### config.mk
export PLATFORM = sky130hd
export DESIGN_NAME = mem_port_arbiter
export DESIGN_NICKNAME = d
export VERILOG_FILES = /design/src/rtl/mem_port_arbiter_pkg.sv /design/src/rtl/mem_align_check.sv /design/src/rtl/mem_port_arbiter.sv
export SDC_FILE = /design/constraint.sdc
export NUM_CORES = 1
export LEC_CHECK = 0
export BUFFER_PORTS_ARGS = -buffer_cell sky130_fd_sc_hd__buf_2
export CORE_MARGIN = 2
export CORE_UTILIZATION = 35
export DETAILED_ROUTE_END_ITERATION = 10
export PLACE_DENSITY = 0.62
export SLEW_MARGIN = 30
export SYNTH_ARGS = -nofsm -noshare
export SYNTH_HDL_FRONTEND = slang
export SYNTH_SLANG_ARGS = --single-unit
### constraint.sdc
create_clock -name clk -period 5.2 [get_ports clk]
set_input_delay 1.3 -clock clk [delete_from_list [all_inputs] [get_ports clk]]
set_output_delay 1.3 -clock clk [all_outputs]
set_load 0.02 [all_outputs]
### src/rtl/mem_port_arbiter_pkg.sv
// Shared encodings for the memory port arbiter: FSM states, access sizes and
// read/write direction codes.
package mem_port_arbiter_pkg;

   typedef enum logic [1:0] {
      IDLE   = 2'b00,
      ACC_IF = 2'b01,
      ACC_D  = 2'b10
   } state_t;

   localparam logic [1:0] SZ_BYTE  = 2'b00;
   localparam logic [1:0] SZ_HALF  = 2'b01;
   localparam logic [1:0] SZ_WORD  = 2'b10;

   localparam logic RW_READ  = 1'b0;
   localparam logic RW_WRITE = 1'b1;

endpackage

### src/rtl/mem_align_check.sv
// Flags data accesses with an illegal size code or an address that is not
// naturally aligned to the access size.
module mem_align_check
   import mem_port_arbiter_pkg::*;
(
   input  logic [7:0] addr,
   input  logic [1:0] size,
   output logic       misaligned
);

   always_comb begin
      misaligned = 1'b0;
      case (size)
         SZ_BYTE: misaligned = 1'b0;
         SZ_HALF: misaligned = addr[0];
         SZ_WORD: misaligned = (addr[1:0] != 2'b00);
         default: misaligned = 1'b1;
      endcase
   end

endmodule

### src/rtl/mem_port_arbiter.sv
// Two-requester (fetch/data) arbiter for a single-port byte-addressed RAM,
// data-priority with a bounded starvation limit for fetch.
module mem_port_arbiter
   import mem_port_arbiter_pkg::*;
#(
   parameter int unsigned STARVE_LIMIT = 2
) (
   input  logic        clk,
   input  logic        reset,
   input  logic        if_req,
   input  logic [7:0]  if_addr,
   output logic        if_gnt,
   output logic [31:0] if_rdata,
   output logic        if_valid,
   input  logic        d_req,
   input  logic        d_rw,
   input  logic [1:0]  d_size,
   input  logic [7:0]  d_addr,
   input  logic [31:0] d_wdata,
   output logic        d_gnt,
   output logic [31:0] d_rdata,
   output logic        d_valid,
   output logic        d_err,
   output logic        ram_en,
   output logic        ram_rw,
   output logic [7:0]  ram_addr,
   output logic [1:0]  ram_size,
   output logic [31:0] ram_din,
   input  logic [31:0] ram_dout
);

   localparam int unsigned CW = (STARVE_LIMIT < 1) ? 1 : $clog2(STARVE_LIMIT + 1);
   localparam logic [CW-1:0] LIMIT = CW'(STARVE_LIMIT);

   state_t        state;
   state_t        next_state;
   logic [CW-1:0] cnt;
   logic          err_q;
   logic          misaligned;
   logic          pick_if;

   mem_align_check u_align (
      .addr       (d_addr),
      .size       (d_size),
      .misaligned (misaligned)
   );

   always_comb begin
      next_state = state;
      if_gnt     = 1'b0;
      d_gnt      = 1'b0;
      pick_if    = if_req && (!d_req || (cnt == LIMIT));
      case (state)
         IDLE: begin
            // Grants are combinational, so they must be masked while reset is high.
            if (!reset) begin
               if (pick_if) begin
                  if_gnt     = 1'b1;
                  next_state = ACC_IF;
               end else if (d_req) begin
                  d_gnt      = 1'b1;
                  next_state = ACC_D;
               end
            end
         end
         ACC_IF:  next_state = IDLE;
         ACC_D:   next_state = IDLE;
         default: next_state = IDLE;
      endcase
   end

   // Gating on reset drops the strobe immediately, before the async clear settles.
   assign ram_en = !reset && ((state == ACC_IF) || ((state == ACC_D) && !err_q));

   always_ff @(posedge clk or posedge reset) begin
      if (reset) begin
         state    <= IDLE;
         cnt      <= '0;
         err_q    <= 1'b0;
         ram_rw   <= RW_READ;
         ram_addr <= '0;
         ram_size <= '0;
         ram_din  <= '0;
         if_rdata <= '0;
         if_valid <= 1'b0;
         d_rdata  <= '0;
         d_valid  <= 1'b0;
         d_err    <= 1'b0;
      end else begin
         state    <= next_state;
         if_valid <= 1'b0;
         d_valid  <= 1'b0;
         d_err    <= 1'b0;

         if (if_gnt) begin
            cnt      <= '0;
            err_q    <= 1'b0;
            ram_rw   <= RW_READ;
            ram_addr <= if_addr;
            ram_size <= SZ_WORD;
         end else if (d_gnt) begin
            if (if_req && (cnt != LIMIT)) begin
               cnt <= cnt + CW'(1);
            end
            err_q    <= misaligned;
            ram_rw   <= d_rw;
            ram_addr <= d_addr;
            ram_size <= d_size;
            ram_din  <= d_wdata;
         end

         case (state)
            ACC_IF: begin
               if_rdata <= ram_dout;
               if_valid <= 1'b1;
            end
            ACC_D: begin
               d_valid <= 1'b1;
               if (err_q) begin
                  d_err   <= 1'b1;
                  d_rdata <= '0;
               end else if (ram_rw == RW_READ) begin
                  d_rdata <= ram_dout;
               end
            end
            default: ;
         endcase
      end
   end

endmodule

==> flow_summary.yaml, run 1 <==
synthesis:
  synth_sequential_area_ratio_pct: 66.1
  synthMostInstantiatedCell: "sky130_fd_sc_hd__dfrtp_1"
  netlist_area_um2: 4350
  ys.flop_type: "sky130_fd_sc_hd__dfrtp_1"
  yosys_register_bits: 115
  fraction_of_synthesis_flops_using_an_asynchronous_set_or_reset_pin_pct: 100
  count_of_flip_flops_with_a_built_in_enable_after_synthesis: 0
  synth_top_cells_by_count: "115 x sky130_fd_sc_hd__dfrtp_1, 64 x sky130_fd_sc_hd__mux2_2, 35 x sky130_fd_sc_hd__a22o_1"
  syn-mean-instance-area_um2: 15.5
  synthesis.instances: 280
  netlist.top_cell.by_area: "sky130_fd_sc_hd__dfrtp_1"
  synth.net_count: 368
  synth_warnings: 0
  synth.top_cell.area_share_pct: 66.1
  synth.area.top_cells: "sky130_fd_sc_hd__dfrtp_1 66%, sky130_fd_sc_hd__mux2_2 17%, sky130_fd_sc_hd__a22o_1 7.0%"
  post_synthesis_cell_type_count: 26
power:
  switching_share_of_total_power_pct: 32.6
  pwr-share-comb_pct: 31.0
  p_seq_share_pct: 36.7
  power_per_cell_area_nw_per_um2: 604
  worst_ir_drop_vdd_v: 0.000192
  pwr-share-clk_pct: 32.3
  power_report.internal_total_uw: 2500
  leakage_uw: 0.00312
  p_switching_uw: 1210
floorplanning:
  die_height_um: 116
  io-pin-count: 200
  fp-row-count: 40
  initial_core_util_pct: 36.1
  die_w_um: 116
  dieArea_um2: 13300
  placeableCoreArea_um2: 12100
global_route:
  wire_length_of_the_first_global_routing_pass_um: 16400
  number_of_antenna_violations_at_the_first_check_in_global_routing: 0
  grt_max_degree: 45
  grt_pass1_vias: 3181
  grtUsageTotal_pct: 16.1
  global_route.overflow_total: 0
sta:
  final_min_period_over_clock_period_pct: 74.2
  clock_skew_ps: 8.19
  timing.final.setup_violations: 0
  max_slew_margin_pct: 46.0
  time_the_final_worst_path_needs_with_i_o_delays_and_setup_ps: 3860
  slew_violations: 0
  timing.fmax_mhz: 259
  rsz_0062_raised_after_global_routing: "no"
  hold_viol: 0
  fin_worst_hold_slack_ps: 495
  slew_at_the_pin_closest_to_its_max_slew_limit_ps: 808
  finalSetupTns_ps: 0
clock_network:
  ctsLongestPathBuffers: 2
  cts_sinks: 115
  cts_resized: 0
  hold_buf_count_cts: 0
  numCtsBuffers: 17
  clk_pin_slew_worst_paths_ps: 50
  post_cts.repair.setup_buffers: 0
  h_tree_level_count: 4
  ctsRootBufferMaster: "sky130_fd_sc_hd__clkbuf_16"
  tritoncts: "built"
  worst_skew_pair.late_latency_ps: 400
worst_setup_path:
  rrSetupSlack_ps: 3280
  end_kind: "output pin"
  worstReg2RegEnd: "ram_din[12]"
  timing.critical_path.arrival_ps: 2560
  crit_type: "input port to output pin"
  crit_start: "reset"
  critical_path.max_fanout: 11
  cp.required_ps: 3900
  worst_reg2reg_path_length_in_cells: 4
  regToRegStartpoint: "state[0]"
  cp-start-kind: "input port"
outcome:
  outcome: "finished clean"
finish:
  fraction_of_layout_instances_using_a_drive_strength_above_1_pct: 61.7
  postLayoutCoreUtil_pct: 51.0
  layout_net_count: 575
  fillers: 1073
  sequential_standard_cell_area_um2: 2880
  diodes: 0
  multi_input_logic_area_um2: 1360
  flow.area_growth_from_synthesis_pct: 41.2
routing:
  drc: 0
  drtAntennaViolNets: 0
  route.vias.total: 3166
  detailedRoute.firstPassIterationCount: 4
  postRouteWirelength_um: 10400
  routed_wire_length_per_instance_um: 15.6
  drtIter0Drc: 197
  drt-vias-per-instance: 4.75
worst_hold_path:
  worst_hold_startpoint: "if_rdata[5]"
  hold_path_end: "if_rdata[5]"
  holdCritPathClass: "flop to flop"
  worst_hold_path.num_cells: 1
placement:
  hpwl_um: 7500
  place.gp.congestion: 0.732
  buffer_ports.inserted: 199
run:
  cap_violations: 0
## final cells by class
type                    instances  area share [%]
flip-flops and latches        115            46.8
multi-input cells             141            22.0
repair buffers                206            17.3
clock buffers                  21            7.49
well taps                     168            3.42
clock inverters                10            2.54
inverters                       6           0.407
## placed cells by master (no fill, tap or decap), drive strengths merged
master,netlist,layout
a21oi,2,2
clkinvlp,0,1
or4b,1,1
nor3b,1,1
nand2b,3,3
ha,1,1
and3,10,10
nor2,1,1
o21ai,3,3
a221o,8,8
a22oi,1,1
buf,15,206
clkinv,0,5
nor4b,1,1
and2,3,3
bufinv,0,4
o31ai,1,1
nand2,2,2
nor3,2,2
a22o,35,35
mux2,64,64
and2b,1,1
or3,1,1
clkbuf,3,21
dfrtp,115,115
inv,6,6
## per-layer routing
layer | track usage, % | part of all wire (%)
met2 | 25.5 | 50
met1 | 20.6 | 43
met4 | 7.07 | 2.3
met3 | 4.45 | 5.0
met5 | 0 | 0
## sequential cells by signal, summed over array words and instances, names as in the netlist
name	cells
ram_din	32
err_q	1
d_valid	1
d_rdata	32
state	2
if_valid	1
d_err	1
ram_size	2
ram_addr	8
cnt	2
ram_rw	1
if_rdata	32
## worst max path at each step
stage | end | slack (ps) | cells after the start
floorplan | cnt[0] | 860 | 1
CTS | if_gnt | 1330 | 4
global route | if_gnt | 1210 | 4
finish | if_gnt | 1340 | 4
detailed placement | if_gnt | 1340 | 4
global placement | if_gnt | 1410 | 4
## worst max-delay path, cell delays in order
cell	delay [ps]
sky130_fd_sc_hd__buf_2	150
sky130_fd_sc_hd__nor4b_2	720
sky130_fd_sc_hd__and2_1	220
sky130_fd_sc_hd__buf_2	160
## logic make-up (layout without fill, tap and decap cells)
family	after synthesis	count (layout)	synth area share, %
buf+inv	24	243	3.22
compound gates	50	50	9.89
mux	64	64	16.6
simple gates	26	26	3.94
fa+ha+maj	1	1	0.287
flops	115	115	66.1
## through the flow
| stage | std cells | instance area, µm² | setup WS, ps | power [µW] |
|---|---|---|---|---|
| final | 667 | 6150 | 1340 | 3710 |
| after global placement | 635 | 5510 | 1410 | 2510 |
| after global routing | 667 | 6150 | 1210 | 3910 |
| after floorplan | 280 | 4350 | 856 | 2090 |
| after detailed placement | 635 | 5510 | 1340 | 2540 |
| after CTS | 666 | 6130 | 1330 | 3750 |
## power by group through the flow
stage / Combinational [µW] / Sequential, µW / Clock (µW)
2_1_floorplan: 352 / 1740 / 0
3_3_place_gp: 1150 / 1360 / 0
3_5_place_dp: 1170 / 1370 / 0
4_1_cts: 1170 / 1360 / 1220
5_1_grt: 1230 / 1400 / 1280
6_report: 1150 / 1360 / 1200
No activity file was read; power rests on OpenSTA's default activity.
==> inputs of run 2 (changes only) <==
==> constraint.sdc (replaced) <==
create_clock -name clk -period 3.6 [get_ports clk]
set_input_delay 0.9 -clock clk [delete_from_list [all_inputs] [get_ports clk]]
set_output_delay 0.9 -clock clk [all_outputs]
set_load 0.02 [all_outputs]
==> flow_summary.yaml, run 2 (synthesis results as in run 1) <==
outcome:
  outcome: "finished clean"
sta:
  timing.final.setup_violations: 0
  slew_at_the_pin_closest_to_its_max_slew_limit_ps: 614
  fin_worst_hold_slack_ps: 495
  time_the_final_worst_path_needs_with_i_o_delays_and_setup_ps: 2790
  rsz_0062_raised_after_global_routing: "no"
  slew_violations: 0
  final_min_period_over_clock_period_pct: 77.6
  timing.fmax_mhz: 358
  finalSetupTns_ps: 0
  hold_viol: 0
  clock_skew_ps: 10.0
  max_slew_margin_pct: 59.0
clock_network:
  cts_resized: 0
  ctsRootBufferMaster: "sky130_fd_sc_hd__clkbuf_16"
  h_tree_level_count: 4
  hold_buf_count_cts: 0
  tritoncts: "built"
  clk_pin_slew_worst_paths_ps: 50
  worst_skew_pair.late_latency_ps: 390
  cts_sinks: 115
  post_cts.repair.setup_buffers: 0
  ctsLongestPathBuffers: 2
  numCtsBuffers: 17
worst_setup_path:
  cp-start-kind: "input port"
  end_kind: "output pin"
  cp.required_ps: 2700
  rrSetupSlack_ps: 1630
  critical_path.max_fanout: 11
  crit_type: "input port to output pin"
  timing.critical_path.arrival_ps: 1890
floorplanning:
  io-pin-count: 200
  initial_core_util_pct: 36.1
  fp-row-count: 40
  dieArea_um2: 13300
  placeableCoreArea_um2: 12100
  die_height_um: 116
  die_w_um: 116
power:
  pwr-share-comb_pct: 31.1
  leakage_uw: 0.00311
  switching_share_of_total_power_pct: 33.0
  p_seq_share_pct: 36.9
  pwr-share-clk_pct: 32.1
  power_per_cell_area_nw_per_um2: 871
  power_report.internal_total_uw: 3580
  power.total_uw: 5340
  p_switching_uw: 1760
  worst_ir_drop_vdd_v: 0.000313
finish:
  most_common_cell_after_layout_fill_and_taps_aside: "sky130_fd_sc_hd__buf_2"
  biggestRegsByFlops: "d_rdata (32), if_rdata (32), ram_din (32)"
  layout_net_count: 575
  final_cell_mix: "199 x sky130_fd_sc_hd__buf_2, 115 x sky130_fd_sc_hd__dfrtp_1, 64 x sky130_fd_sc_hd__mux2_2"
  diodes: 0
  fillers: 1051
  flow.area_growth_from_synthesis_pct: 41.0
  fraction_of_layout_instances_using_a_drive_strength_above_1_pct: 61.4
  postLayoutCoreUtil_pct: 50.9
global_route:
  grt_max_degree: 116
  grtUsageTotal_pct: 15.8
  global_route.overflow_total: 0
  grt_pass1_vias: 3140
  wire_length_of_the_first_global_routing_pass_um: 16200
  number_of_antenna_violations_at_the_first_check_in_global_routing: 0
routing:
  postRouteWirelength_um: 10600
  route.vias.total: 3185
  drt-vias-per-instance: 4.77
  detailedRoute.firstPassIterationCount: 4
  routed_wire_length_per_instance_um: 15.9
  drtIter0Drc: 168
  drc: 0
  drtAntennaViolNets: 0
run:
  cap_violations: 0
placement:
  buffer_ports.inserted: 199
  place.gp.congestion: 0.705
  hpwl_um: 7410
worst_hold_path:
  holdCritPathClass: "flop to flop"
-- run 2: metrics by stage --
step	area [µm²]	setup slack [ps]	cells
6_report	6140	808	668
2_1_floorplan	4360	988	280
5_1_grt	6140	719	668
4_1_cts	6140	817	668
3_3_place_gp	5520	905	636
3_5_place_dp	5520	822	636
-- run 2: worst max-delay path: stages --
cell and delay, ps:
sky130_fd_sc_hd__buf_2 140, sky130_fd_sc_hd__nor4b_1 330, sky130_fd_sc_hd__buf_4 230, sky130_fd_sc_hd__and2_1 140, sky130_fd_sc_hd__buf_2 160
-- run 2: area by class of cell --
class	instances	area, µm²	share of cell area, %
Tap cell	168	210	3.43
Inverter	6	26.3	0.428
Clock buffer	23	488	7.95
Timing Repair Buffer	206	1060	17.3
Multi-Input combinational cell	141	1350	21.9
Sequential cell	115	2880	46.9
Clock inverter	9	126	2.06
-- run 2: power by group through the flow --
| stage | clock [µW] | combinational (µW) | sequential [µW] |
|---|---|---|---|
| 6_report | 1710 | 1660 | 1970 |
| 4_1_cts | 1750 | 1680 | 1970 |
| 3_5_place_dp | 0 | 1680 | 1980 |
| 5_1_grt | 1820 | 1770 | 2020 |
| 3_3_place_gp | 0 | 1650 | 1970 |
| 2_1_floorplan | 0 | 509 | 2510 |
-- run 2: per-layer routing --
| metal | vias to the layer above | share of wire (%) | wire (µm) | track usage, % |
|---|---|---|---|---|
| li1 | 1445 | - | - | - |
| met1 | 1612 | 42 | 4450 | 19.9 |
| met2 | 113 | 51 | 5380 | 26.0 |
| met3 | 15 | 5.2 | 546 | 4.08 |
| met4 | 0 | 2.0 | 213 | 6.43 |
| met5 | - | 0 | 0 | 0 |
-- run 2: worst paths after layout --
| kind | cells after the start | startpoint | to |
|---|---|---|---|
| worst max-delay path | 5 | reset | if_gnt |
| worst min-delay path | 1 | d_rdata[29] | d_rdata[29] |
| worst max register to register | 4 | state[0] | ram_din[24] |
| worst min register to register | 1 | d_rdata[29] | d_rdata[29] |
| max in group asynchronous | 3 | reset | if_rdata[19] |
| min in group asynchronous | 3 | reset | ram_addr[0] |
